<file path="src/rtl/mem_arbiter.sv">
// Two-port round-robin arbiter and 3-state sequencer for the shared 4K x 16 RAM.
// Port 0 is the CPU path, port 1 the loader/IO DMA path; one access every 3 cycles.
module mem_arbiter #(
  parameter int ADDR_W     = 12,
  parameter int DATA_W     = 16,
  parameter int FIXED_PRIO = 0
) (
  input  logic              CLK,
  input  logic              RSTn,
  input  logic              p0_req,
  input  logic              p0_we,
  input  logic [ADDR_W-1:0] p0_addr,
  input  logic [DATA_W-1:0] p0_wdata,
  output logic              p0_ack,
  input  logic              p1_req,
  input  logic              p1_we,
  input  logic [ADDR_W-1:0] p1_addr,
  input  logic [DATA_W-1:0] p1_wdata,
  output logic              p1_ack,
  output logic [DATA_W-1:0] rdata,
  output logic              busy,
  output logic              owner,
  output logic              memSrc,
  output logic              memDes,
  output logic [ADDR_W-1:0] AR,
  output logic [DATA_W-1:0] CB,
  input  logic [DATA_W-1:0] memData
);

  typedef enum logic [1:0] {
    IDLE   = 2'd0,
    ACCESS = 2'd1,
    RESP   = 2'd2
  } state_t;

  state_t              state;
  state_t              state_nx;
  logic                last_grant;
  logic                last_grant_nx;
  logic                owner_nx;
  logic                src_nx;
  logic                des_nx;
  logic [ADDR_W-1:0]   ar_nx;
  logic [DATA_W-1:0]   cb_nx;

  logic                gnt_vld;
  logic                gnt_port;
  logic                sel_we;
  logic [ADDR_W-1:0]   sel_addr;
  logic [DATA_W-1:0]   sel_wdata;

  // Tie-break: fixed mode favours port 0, otherwise the port not served last.
  always_comb begin
    gnt_vld  = p0_req | p1_req;
    gnt_port = 1'b0;
    if (p0_req && p1_req) begin
      if (FIXED_PRIO != 0) gnt_port = 1'b0;
      else                 gnt_port = ~last_grant;
    end else begin
      gnt_port = p1_req;
    end
  end

  always_comb begin
    sel_we    = p0_we;
    sel_addr  = p0_addr;
    sel_wdata = p0_wdata;
    if (gnt_port) begin
      sel_we    = p1_we;
      sel_addr  = p1_addr;
      sel_wdata = p1_wdata;
    end
  end

  always_comb begin
    state_nx      = state;
    last_grant_nx = last_grant;
    owner_nx      = owner;
    src_nx        = memSrc;
    des_nx        = memDes;
    ar_nx         = AR;
    cb_nx         = CB;
    unique case (state)
      IDLE: begin
        if (gnt_vld) begin
          ar_nx         = sel_addr;
          cb_nx         = sel_wdata;
          des_nx        = sel_we;
          src_nx        = ~sel_we;
          owner_nx      = gnt_port;
          last_grant_nx = gnt_port;
          state_nx      = ACCESS;
        end
      end
      ACCESS: begin
        src_nx   = 1'b0;
        des_nx   = 1'b0;
        state_nx = RESP;
      end
      RESP: begin
        state_nx = IDLE;
      end
      default: begin
        src_nx   = 1'b0;
        des_nx   = 1'b0;
        state_nx = IDLE;
      end
    endcase
  end

  always_ff @(posedge CLK) begin
    if (!RSTn) begin
      state      <= IDLE;
      last_grant <= 1'b1;
      owner      <= 1'b0;
      memSrc     <= 1'b0;
      memDes     <= 1'b0;
      AR         <= '0;
      CB         <= '0;
    end else begin
      state      <= state_nx;
      last_grant <= last_grant_nx;
      owner      <= owner_nx;
      memSrc     <= src_nx;
      memDes     <= des_nx;
      AR         <= ar_nx;
      CB         <= cb_nx;
    end
  end

  assign p0_ack = (state == RESP) && !owner;
  assign p1_ack = (state == RESP) &&  owner;
  assign busy   = (state == ACCESS) || (state == RESP);
  assign rdata  = memData;

endmodule

</file>
<file path="config.mk">
export PLATFORM = sky130hd
export DESIGN_NAME = mem_arbiter
export DESIGN_NICKNAME = d
export VERILOG_FILES = /design/src/rtl/mem_arbiter.sv
export SDC_FILE = /design/constraint.sdc
export NUM_CORES = 1
export LEC_CHECK = 0
export ABC_AREA = 1
export CELL_PAD_IN_SITES_DETAIL_PLACEMENT = 1
export CELL_PAD_IN_SITES_GLOBAL_PLACEMENT = 2
export CORE_MARGIN = 2
export CORE_UTILIZATION = 17
export CTS_CLUSTER_DIAMETER = 150
export DETAILED_ROUTE_END_ITERATION = 8
export PLACE_DENSITY = 0.86
export REMOVE_ABC_BUFFERS = 1
export SLEW_MARGIN = 25
export SYNTH_ARGS = -nofsm -noshare
export SYNTH_HDL_FRONTEND = slang
export SYNTH_SLANG_ARGS = --single-unit
</file>
<file path="constraint.sdc">
create_clock -name CLK -period 4 [get_ports CLK]
set_clock_uncertainty 0.1 [all_clocks]
set_input_delay 0.8 -clock CLK [delete_from_list [all_inputs] [get_ports CLK]]
set_output_delay 0.8 -clock CLK [all_outputs]
set_load 0.05 [all_outputs]
</file>
# Word-level counts from Yosys, hierarchy flattened
# Index checks and enable logic that the tools add are counted.
[totals]
elab_cells = 32
register_bits = 34
[classes]
n_eq_ne = 3
bitwise = 4
n_reduce_logical = 8
mux = 10
[op_table]
columns = ["op", "count"]
rows = [
  ["16-bit 2-to-1 mux", 1],
  ["12-bit 2-to-1 mux", 1],
  ["1-bit 2-to-1 mux", 4],
  ["1-bit one-hot mux with 2 select lines", 2],
  ["2-bit one-hot mux with 2 select lines", 1],
  ["2-bit AND reduction", 2],
  ["1-bit logical AND", 3],
  ["1-bit inverter", 3],
  ["2-bit by 1-bit == test with 1-bit output, second input constant", 1],
  ["2-bit == test, second input constant", 1],
  ["2-bit logical NOT", 1],
  ["2-bit 2-to-1 mux", 1],
  ["2-bit inequality test, second input constant", 1],
  ["1-bit logical NOT", 1],
  ["1-bit logical OR", 1],
  ["1-bit bitwise OR", 1],
]

# Longest topological paths before layout
# Gate-level depths: netlist of run 1.
[logic_depth]
depth_word = 6
depth_mapped = 9
ltp_nobuf = 7

# Least setup slack after synthesis of run 1
# OpenSTA, ideal clock, no wires.
[synth_timing]
kind = "reg-to-output"
startpoint = "register state[0]"
endpoint = "output p0_ack"
path_slack_ns = 1.849
stages_incl_launch_ff = 5
arrival_time_ns = 1.251
path_buffers = 0
cell_sequence = "dfxtp_1 > inv_1 > ha_1 > inv_1 > nor2_1"
[synth_via]
elab_chain_len = 2
[synth_rtl]
columns = ["element", "line_no", "text"]
rows = [
  ["from (decl)", "36", "state_t state;"],
  ["from (signal assigned)", "121", "state <= state_nx;"],
  ["2-bit == test", "131", "assign p0_ack = (state == RESP) && !owner;"],
  ["1-bit logical AND", "131", ""],
  ["to (decl)", "14", "output logic p0_ack,"],
]
# No other way between the ends.

# Final worst setup path of run 1
# Ends and elaborated chain as after synthesis.

==> impl_results.md, run 1 <==
- H-tree level count: 2
- Count of different cell masters after synthesis: 18
- Global-route wire length before repair: 9.860 mm
- Global-route usage over all layers: 11.08%
- Number of top-level design ports: 128
- Total number of nets in the final design: 403
- Die width: 104.1 µm
- Buffers on Ports: 95
- Slew Limit Fails: 0
- Arrival @ worst endpoint: 1860 ps
- Half-perimeter wire length after detailed placement: 4.257 mm
- Fraction of synthesized cell area taken by the top area cell type: 39.94%
- Filler instances: 1227
- Max rail drop VDD: 162.6 µV
- Clock Root Buffer: sky130_fd_sc_hd__clkbuf_8
- Final Hold Viols: 0
- Non-Filler Cell Area, Final: 0.002705 mm²
- Share of post-route cells with drive strength above 1: 3.416%
- Largest fanout on the critical path: 3
- Gate count after technology mapping: 248
- Worst relative slew slack: 63.89%
- Hold Slack: 379.2 ps
- Clock network fraction of total power: 22.0%
- Routed wire length: 5.887 mm
- Flip-flop and latch count after synthesis: 34
- # DRC: 0
- Starting utilization of the core area: 17.43%
- Worst slack after detailed placement: 1414 ps
- Proportion of total power due to net switching: 38.59%
- Standby leakage power: 1.118 nW
- Number of enable-type register cells in the synthesized netlist: 0
- Minimum period implied by the final worst setup slack: 2757 ps
- Overall Power: 1.095 mW
- Iteration-0 DRC Markers: 24
- Area of the multi-input gates: 770.7 µm²
- Sequential share of the synthesized area: 39.94%
- Number of antenna violations at the first check in global routing: 0
- Part of the cycle the worst path needs: 68.92%
- Routability congestion estimate from global placement: 0.7348
- Sequential share of power: 37.1%
- Crit path setup slack, layout: 1243 ps
- Setup violation total in the final timing report: 0
- Cell Int Power: 0.6724 mW
- Switching power summed over all nets: 0.4225 mW
- Overall via count from detail_route: 1869
- Height of the die: 104.1 µm
- Max incr delay on CP: 800 ps
- Slew at the pin closest to its max-slew limit: 541.7 ps
- Non-filler cells, final: 455
- Cell Chain, Critical Path: inv_1, ha_1, inv_1, nor2_1, clkdlybuf4s50_1
- Clock Path Buffers: 2
- Category of the critical setup timing path: flop to output pin
- Post-synthesis cell type with the largest combined area: sky130_fd_sc_hd__dfxtp_1
- Unrepaired setup endpoints after global routing: false
- Cell with the most instances on the worst path: sky130_fd_sc_hd__inv_1
- Count of placed standard cells including taps: 448
- Nature of the critical path startpoint: flop
- Number of iterations in the first detailed-routing pass: 4
- F_max: 362.7 MHz
- Synth cell count leaders: sky130_fd_sc_hd__nand2_1, sky130_fd_sc_hd__dfxtp_1, sky130_fd_sc_hd__a21oi_1
- Rows: 36
- Via-to-Cell Ratio: 4.108
- Sequential cell area in the final layout: 680.7 µm²
- Clock-pin slew on the worst setup and hold paths: 70 ps
- Synthesized cell area: 0.001704 mm²
- Clk sink count: 34
- Cell type group with the largest total delay on the critical path: buffers and inverters
- Setup Buffers After CTS: 0
- Critical path buffers and inverters: 3
- Core region area: 0.009774 mm²
- Slowest cell on crit path: sky130_fd_sc_hd__clkdlybuf4s50_1
- Number of warnings issued by yosys: 0
- Final core utilization: 27.68%
- Comb pwr share: 40.9%
- Clock tree from TritonCTS: yes
- Leading register cell type out of synthesis: sky130_fd_sc_hd__dfxtp_1
- Top cells by area, synth: sky130_fd_sc_hd__dfxtp_1, sky130_fd_sc_hd__nand2_1, sky130_fd_sc_hd__a21oi_1, sky130_fd_sc_hd__buf_4, sky130_fd_sc_hd__nor2_1
- GRT overflow: 0
- Worst Path Required: 3100 ps
- Clock buffer count from CTS: 5
- Routed wire length per instance: 12.94 µm
- Insertion delay of the later-clocked pin in the worst-skew pair: 270 ps
- Via count of the first global-routing pass: 2003
- Die Area: 0.01084 mm²
- Post-Synthesis Mean Instance Area: 6.872 µm²
- Antenna diode instance count: 0
- Worst hold path type: flop to flop
- Setup TNS Final: 0 ps
- Area Overhead vs Synth: 58.74%
- Power per standard cell area: 404.8 mW/mm²
- Resized cells post-CTS: 0
- Placed standard-cell area: 0.002629 mm²
- Status: complete, no violations
- Worst Setup End Kind: output pin
- Residual antenna-violating net count after detailed routing: 0
- Post-CTS Hold Buffers: 0
- Maximum capacitance violations: 0
- Asr flop ratio synth: 0%
- Pin count of the biggest net entering global routing: 58
- Top-count cell post-synth: sky130_fd_sc_hd__nand2_1
==> flip-flops by register name, indices dropped and copies added (netlist names) <==
register and count:
CB 16, state 2, owner 1, AR 12, last_grant 1, memSrc 1, memDes 1
==> power by group through the flow <==
stage                     Sequential (mW)  Clock [mW]  Combinational [mW]
after floorplan                     0.548           0               0.126
after global placement              0.412           0               0.447
after detailed placement            0.413           0               0.455
after CTS                           0.406       0.260               0.457
after global routing                0.411       0.272               0.489
final                               0.406       0.241               0.448
==> cell families after synthesis <==
family                     share of synthesized area, %
AOI/OAI and AO/OA                                 18.06
adders and majority gates                         2.203
buffers and inverters                             15.12
DFF                                               39.94
and+or+nand+nor                                   24.67
==> per-layer routing <==
metal	global-route usage [%]	vias up	routed length (µm)
met2	17.86	86	2746
li1	-	922	-
met5	0	-	0
met4	2.799	0	55
met1	13.19	854	2511
met3	5.388	7	573
==> layout make-up <==
class,count,area share (%)
Inverter,10,1.388
Multi-Input combinational cell,173,28.49
Timing Repair Buffer,98,35.99
Clock buffer,7,2.821
Sequential cell,34,25.16
Tap cell,133,6.152
==> worst paths after layout <==
| path | start | endpoint | slack (ps) | depth (start not counted) |
|---|---|---|---|---|
| min reg2reg | memDes | memDes | 380 | 2 |
| max reg2reg | state[0] | AR[6] | 2110 | 8 |
| max | state[0] | p0_ack | 1240 | 5 |
| min | memDes | memDes | 380 | 2 |
==> worst min-delay path, stage by stage, from the launching register on <==
cell	delay, ps
sky130_fd_sc_hd__dfxtp_1	320
sky130_fd_sc_hd__nand2_1	60
sky130_fd_sc_hd__a21oi_1	60
==> cells in the final DEF (no fill, tap or decap), types with 2 or more instances in the layout <==
cell type | Yosys | routed
sky130_fd_sc_hd__clkdlybuf4s50_1 | 0 | 95
sky130_fd_sc_hd__nand2_1 | 73 | 73
sky130_fd_sc_hd__dfxtp_1 | 34 | 34
sky130_fd_sc_hd__a21oi_1 | 32 | 32
sky130_fd_sc_hd__nor2_1 | 29 | 29
sky130_fd_sc_hd__o21ai_0 | 21 | 21
sky130_fd_sc_hd__inv_1 | 9 | 9
sky130_fd_sc_hd__o21ai_1 | 7 | 7
sky130_fd_sc_hd__clkbuf_8 | 0 | 5
sky130_fd_sc_hd__nand3_1 | 4 | 4
sky130_fd_sc_hd__ha_1 | 3 | 3
sky130_fd_sc_hd__buf_4 | 16 | 3
sky130_fd_sc_hd__clkbuf_1 | 4 | 2
No activity file was read; power rests on OpenSTA's default activity.
==> inputs of run 2 (changes only) <==
CORE_UTILIZATION = 16   (was 17)
PLACE_DENSITY = 0.82   (was 0.86)
clock period = 2.7 ns   (was 4 ns; I/O delays follow)
==> impl_results.md, run 2 (synthesized netlist as in run 1, its figures left out) <==
- Status: complete, no violations (unchanged)
- Resized cells post-CTS: 0 (unchanged)
- Category of the critical setup timing path: flop to output pin (unchanged)
- Capture point of the worst reg-to-reg path: CB[3] (was AR[6])
- Maximum capacitance violations: 0 (unchanged)
- Setup violation total in the final timing report: 0 (unchanged)
- Slew Limit Fails: 0 (unchanged)
- Post-CTS Hold Buffers: 0 (unchanged)
- Arrival @ worst endpoint: 1900 ps (was 1860 ps)
- Most frequent standard cell in the layout excluding fill and tap cells: sky130_fd_sc_hd__clkdlybuf4s50_1 (unchanged)
- RR Startpoint: state[0] (unchanged)
- Max rail drop VDD: 152.9 µV (was 162.6 µV)
- Nature of the critical path startpoint: flop (unchanged)
- Top Registers: CB x16, AR x12, state x2 (unchanged)
- Clock buffer count from CTS: 5 (unchanged)
- Insertion delay of the later-clocked pin in the worst-skew pair: 290 ps (was 270 ps)
- Global-route wire length before repair: 9.949 mm (was 9.860 mm)
- # DRC: 0 (unchanged)
- Worst relative slew slack: 61.94% (was 63.89%)
- Clock Path Buffers: 2 (unchanged)
- Power per standard cell area: 611.7 mW/mm² (was 404.8 mW/mm²)
- Cell with the most instances on the worst path: sky130_fd_sc_hd__inv_1 (unchanged)
- Clock-pin slew on the worst setup and hold paths: 80 ps (was 70 ps)
- Rows: 37 (was 36)
- Number of iterations in the first detailed-routing pass: 4 (unchanged)
- Clock tree from TritonCTS: yes (unchanged)
- GRT overflow: 0 (unchanged)
- Worst Setup End Kind: output pin (unchanged)
- Share of post-route cells with drive strength above 1: 4.908% (was 3.416%)
- Height of the die: 107.2 µm (was 104.1 µm)
- Flip-flop count of the largest register after layout: 16 (unchanged)
- Slew at the pin closest to its max-slew limit: 570.1 ps (was 541.7 ps)
- Die Area: 0.01149 mm² (was 0.01084 mm²)
- Non-Filler Cell Area, Final: 0.002746 mm² (was 0.002705 mm²)
- Pin count of the biggest net entering global routing: 38 (was 58)
- Setup Buffers After CTS: 0 (unchanged)
- Clk sink count: 34 (unchanged)
- Half-perimeter wire length after detailed placement: 4.596 mm (was 4.257 mm)
- Number of cells on the worst hold path: 2 (unchanged)
- Starting utilization of the core area: 16.51% (was 17.43%)
- Hold Slack: 370.0 ps (was 379.2 ps)
- Final Hold Viols: 0 (unchanged)
- Number of antenna violations at the first check in global routing: 0 (unchanged)
- Unrepaired setup endpoints after global routing: false (unchanged)
- Slowest cell on crit path: sky130_fd_sc_hd__clkdlybuf4s50_1 (unchanged)
- Worst hold path type: flop to flop (unchanged)
- Antenna diode instance count: 0 (unchanged)
- Clock Root Buffer: sky130_fd_sc_hd__clkbuf_8 (unchanged)
- Most flop-heavy register: CB (unchanged)
- Core region area: 0.01032 mm² (was 0.009774 mm²)
- Most frequent cells in the layout: sky130_fd_sc_hd__clkdlybuf4s50_1, sky130_fd_sc_hd__nand2_1, sky130_fd_sc_hd__dfxtp_1, sky130_fd_sc_hd__a21oi_1, sky130_fd_sc_hd__nor2_1 (unchanged)
- Cell Chain, Critical Path: inv_1, ha_1, inv_1, nor2_1, clkdlybuf4s50_1 (unchanged)
- Setup TNS Final: 0 ps (unchanged)
- Via count of the first global-routing pass: 1998 (was 2003)
- Path depth of the worst reg2reg path: 8 (unchanged)
- Overall Power: 1.680 mW (was 1.095 mW)
- Minimum period implied by the final worst setup slack: 2544 ps
- Number of top-level design ports: 128 (unchanged)
- Iteration-0 DRC Markers: 28 (was 24)
- H-tree level count: 2 (unchanged)
- Overall via count from detail_route: 1876 (was 1869)
- Worst reg-to-reg setup slack: 940 ps (was 2110 ps)
- Start point of the worst hold path: memDes (unchanged)
- Filler instances: 1270 (was 1227)
- Routed wire length per instance: 13.27 µm (was 12.94 µm)
- Placed standard-cell area: 0.002655 mm² (was 0.002629 mm²)
- Routability congestion estimate from global placement: 0.7810 (was 0.7348)
- Via-to-Cell Ratio: 4.061 (was 4.108)
- Residual antenna-violating net count after detailed routing: 0 (unchanged)
- Max incr delay on CP: 810 ps (was 800 ps)
- Part of the cycle the worst path needs: 94.23%
- Buffers on Ports: 95 (unchanged)
- Hold-critical path endpoint: memDes (unchanged)
- Global-route usage over all layers: 11.00% (was 11.08%)
- Largest fanout on the critical path: 3 (unchanged)
- Total number of nets in the final design: 406 (was 403)
- Standby leakage power: 1.143 nW (was 1.118 nW)
- Area Overhead vs Synth: 61.16% (was 58.74%)
- Worst Path Required: 2060 ps (was 3100 ps)
- F_max: 393.1 MHz
- Die width: 107.2 µm (was 104.1 µm)
- Routed wire length: 6.131 mm (was 5.887 mm)
[run 2: changes by cell type in the layout (fill, tap and decap cells not counted), sizes merged]
cell,previous run,this run
buf,3,6
clkinv,0,1
[run 2: worst max-delay path by stage]
stage,startpoint,end,cells past startpoint
finish,state[0],p0_ack,5
detailed placement,state[0],p0_ack,5
global placement,state[0],p0_ack,5
floorplan,state[0],AR[0],7
CTS,state[0],p0_ack,5
global route,state[0],p0_ack,5
[run 2: through the flow]
stage | setup WS, ps | utilization (%) | cells
after floorplan | 535.9 | - | 217
after global placement | 554.7 | 25.72 | 454
after detailed placement | 479.5 | 25.72 | 454
after CTS | 146.7 | 26.60 | 462
after global routing | 62.94 | 26.60 | 462
final | 155.8 | 26.60 | 462
[run 2: power breakdown]
group          internal (mW)  switching [mW]
combinational          0.258           0.416
clock                  0.206           0.199
sequential             0.566          0.0348
total                   1.03           0.650
[run 2: area by class of cell]
type                       instances  area [µm²]  share of cell area [%]
timing repair buffer             101       996.0                   36.26
multi-input combinational        173       770.7                   28.06
clock inverter                     1       5.005                  0.1822
inverter                          10       37.54                   1.367
clock buffer                       7       86.33                   3.144
tap                              136       170.2                   6.196
sequential                        34       680.7                   24.78
[run 2: metal layers]
layer | GRT usage (%) | up-vias | wire (µm)
li1 | - | 926 | -
met2 | 17.59 | 87 | 2739
met1 | 12.96 | 858 | 2691
met3 | 5.714 | 5 | 656
met5 | 0 | - | 0
met4 | 2.783 | 0 | 44
[run 2: critical path, delay by kind of cell, from the launching register on]
kind	cells	cell delay, ps
buf+inv	3	990
flops	1	330
fa+ha+maj	1	200
simple gates	1	100
==> variant 1 (flow settings as in run 2) <==
Set the parameter `DATA_W` to 18 (it was 16).
--- a/src/rtl/mem_arbiter.sv
+++ b/src/rtl/mem_arbiter.sv
@@ -2,7 +2,7 @@
 // Port 0 is the CPU path, port 1 the loader/IO DMA path; one access every 3 cycles.
 module mem_arbiter #(
   parameter int ADDR_W     = 12,
-  parameter int DATA_W     = 16,
+  parameter int DATA_W     = 18,
   parameter int FIXED_PRIO = 0
 ) (
   input  logic              CLK,
Ports: changed (5 resized); port bits go from 128 to 138. No check against the original RTL was run, so the function may have changed too.
==> variant 1 against run 2 <==
- sequential power is 5.8% higher
- worst setup slack gained 35 ps
- sequential cell count grew 2
- total power is 5.4% higher
- register-to-register slack gained 120 ps
- highest routed layer unchanged
- count of clock-buffer cells in the layout down 1
- final area up 5.4%
- sequential share of layout area grew 0.11 points
- maximum frequency is 1.4% higher
- area after synthesis up 5.4%
- routed wire length is 7.1% higher
==> variant 1: results (changes against run 2) <==
- # fillers: 1341 (+5.6%)
- Async set or reset register ratio after synthesis: 0% (unchanged)
- Max incr delay on CP: 810 ps (about the same)
- Max IR drop VDD: 0.000176 V (+15%)
- Max Buffers Root-to-Sink: 2 (unchanged)
- Initial antenna violation count: 0 (unchanged)
- Top Registers: CB (18), AR (12), state (2)
- CTS buffer count: 5 (unchanged)
- Crit path arrival time: 1870 ps (-30 ps)
- # port buffers: 101 (+6.3%)
- Clk_lat worst skew: 280 ps
- Synth area leaders: dfxtp_1 (40%), nand2_1 (16%), buf_4 (10%)
- Worst-path clk slew: 70 ps
- Leak: 1.20 nW (+5.1%)
- Ys flop type: dfxtp_1
- Netlist cell types: 17 (-1)
- Post-CTS setup buffers: 0 (unchanged)
- Post-cts resize count: 0 (unchanged)
- Vias per cell: 4.08 (+0.55%)
- First-pass GRT wire length: 9.96 mm (about the same)
- Share of cells above drive strength 1: 4.97% (+0.063 points)
- Synth warn: 0 (unchanged)
- Largest net degree at the start of global routing: 62 (+63%)
- DR pass1 iterations: 4 (unchanged)
- Worst-margin pin slew: 601 ps (+31.1 ps)
- CP max-delay cell: clkdlybuf4s50_1
- Tot GR Track Use: 10.7% (-0.30 points)
- DRT Wirelength: 6.56 mm (+7.1%)
- Post-layout nets: 428 (+5.4%)
- # diodes: 0 (unchanged)
- Status: finished clean
- Sequential share of the synthesized area: 40.1% (+0.20 points)
- Initial DRC count: 38 (+36%)
- CTS Root Cell: clkbuf_8
- Routability Congestion: 0.675 (-14%)
- Multi-input gate area: 816 µm² (+5.8%)
- H-tree depth: 2 (unchanged)
- DPL Wire Length: 4.80 mm (+4.5%)
- Vias in the first global route: 2046 (+2.4%)
- Worst Hold Class: reg2reg
- Commonest cells in the netlist: nand2_1 (76), dfxtp_1 (36), a21oi_1 (34)
- Crit-path max FO: 3 (unchanged)
-- variant 1: area by class of cell --
type	instances	area share, %
tap	140	6.05
sequential	36	24.9
inverter	10	1.30
clock inverter	2	0.346
timing repair buffer	105	36.4
clock buffer	6	2.85
multi-input combinational	183	28.2
-- variant 1: logic make-up (layout without fill, tap and decap cells) --
family / Yosys count / after routing / share of synthesized area [%]
adder cells (fa/ha/maj): 3 / 3 / 2.09
buffers and inverters: 43 / 123 / 14.4
flip-flops: 36 / 36 / 40.1
AND/OR/NAND/NOR: 115 / 115 / 25.1
AO/OA/AOI/OAI: 65 / 65 / 18.3
-- variant 1: per-layer routing --
layer	routed length [µm]	global-route usage (%)
met1	2740	12.1
met3	663	4.98
met4	34	2.17
met5	0	0
met2	3130	18.4
-- variant 1: report_power, final --
group	switching [mW]	leakage (nW)	internal, mW
combinational	0.446	0.851	0.279
clock	0.205	0.0510	0.204
sequential	0.0368	0.299	0.600
-- variant 1: worst max-delay path: cells and delay by family, from the launching register on --
kind	cells	cell delay, ps
flops	1	320
simple gates	1	80
fa+ha+maj	1	200
buf+inv	3	980
-- variant 1: per-stage QoR --
stage          utilization [%]  instance area [µm²]  setup slack (ps)  std cells  power, mW
2_1_floorplan                -                 1570               809        229       1.07
3_3_place_gp              25.7                 2800               544        474       1.37
3_5_place_dp              25.7                 2800               482        474       1.38
4_1_cts                   26.6                 2900               158        482       1.81
5_1_grt                   26.6                 2900               140        482       1.89
6_report                  26.6                 2900               191        482       1.77
-- variant 1: worst paths after layout --
kind | depth (start not counted) | to | slack, ps | from
max | 5 | p0_ack | 190 | state[0]
min | 2 | memDes | 380 | memDes
max reg2reg | 8 | AR[1] | 1060 | state[0]
min reg2reg | 2 | memDes | 380 | memDes
==> variant 2 (config.mk and constraints of run 2) <==
Without the edit above. Encoding of `state_t`: now one-hot (3 bits for 3 states).
--- a/src/rtl/mem_arbiter.sv
+++ b/src/rtl/mem_arbiter.sv
@@ -27,10 +27,10 @@
   input  logic [DATA_W-1:0] memData
 );
 
-  typedef enum logic [1:0] {
-    IDLE   = 2'd0,
-    ACCESS = 2'd1,
-    RESP   = 2'd2
+  typedef enum logic [2:0] {
+    IDLE   = 3'b001,
+    ACCESS = 3'b010,
+    RESP   = 3'b100
   } state_t;
 
   state_t              state;
Check against the original RTL: no difference found for any inputs over 10 cycles, from zero or initial values and one cycle with RSTn low; not proved beyond that.
==> variant 2 against run 2 <==
- worst setup slack improved by 43 ps
- die area rose by 30%
- final area rose by 22%
- combinational power rose by 28%
- area after synthesis rose by 31%
- routed wire length rose by 29%
- total power rose by 21%
- critical endpoint is now p1_ack
- critical path type unchanged
- sequential cell count rose by 1
==> variant 2: results (changes against run 2) <==
- Initial DRC count: 75 (+170%)
- M1 WL: 3.53 mm (+31%)
- Largest net degree at the start of global routing: 31 (-18%)
- DP Cell Count: 621 (+37%)
- Net Switching: 792 µW (+22%)
- Reg2reg path depth: 6 (-2)
- Hold Startpoint: last_grant
- R2r startpoint: state[2]
- Routability Congestion: 0.709 (-9.3%)
- Vias per cell: 3.77 (-7.1%)
- Worst Hold End: last_grant
- Grt met2 use: 18.3% (+0.71 points)
- WL met2: 3.73 mm (+36%)
- Commonest cells in the netlist: nor2_1 (80), nand2_1 (73), inv_1 (65)
- Crit path arrival time: 1860 ps (-40 ps)
- Worst Setup EP: p1_ack
- Met3 GRT Util: 3.67% (-2.0 points)
- Status: finished clean
- Fin worst setup slack: 199 ps (+42.9 ps)
- Hold_ws: 359 ps (-10.6 ps)
- Syn avg cell area: 6.02 µm² (-12%)
- Post-synthesis adder-cell area fraction: 0% (-2.2 points)
- DPL Wire Length: 5.99 mm (+30%)
- First-pass GRT wire length: 12.1 mm (+22%)
- Place WS: 447 ps (-32.7 ps)
- Top Registers: CB (16), AR (12), state (3)
- DRT Wirelength: 7.90 mm (+29%)
- Leak: 1.59 nW (+39%)
variant 2: cell count changes in the layout (fill, tap and decap cells not counted), moves of 6 or more:
cell,run 2,this run
a21oi_1,32,0
nor2_1,29,79
nand3_1,4,58
clkbuf_8,6,0
o21ai_1,7,0
o21ai_0,21,2
inv_1,9,65
nor2_2,1,11
variant 2: tightest hold or removal path, stage by stage (launching register included):
cell and delay (ps):
dfxtp_1 330, nand2_1 50, nand3_1 50
variant 2: final cells by class:
class / count / share of cell area (%)
multi-input cells: 230 / 29.7
clock buffers: 6 / 3.85
flip-flops and latches: 35 / 21.0
repair buffers: 106 / 30.9
inverters: 70 / 7.86
well taps: 180 / 6.73
variant 2: power by group through the flow:
stage	logic [mW]	registers, mW	clock network [mW]
2_1_floorplan	0.287	0.876	0
3_3_place_gp	0.864	0.647	0
3_5_place_dp	0.875	0.649	0
4_1_cts	0.878	0.638	0.566
5_1_grt	0.946	0.648	0.580
6_report	0.862	0.636	0.540
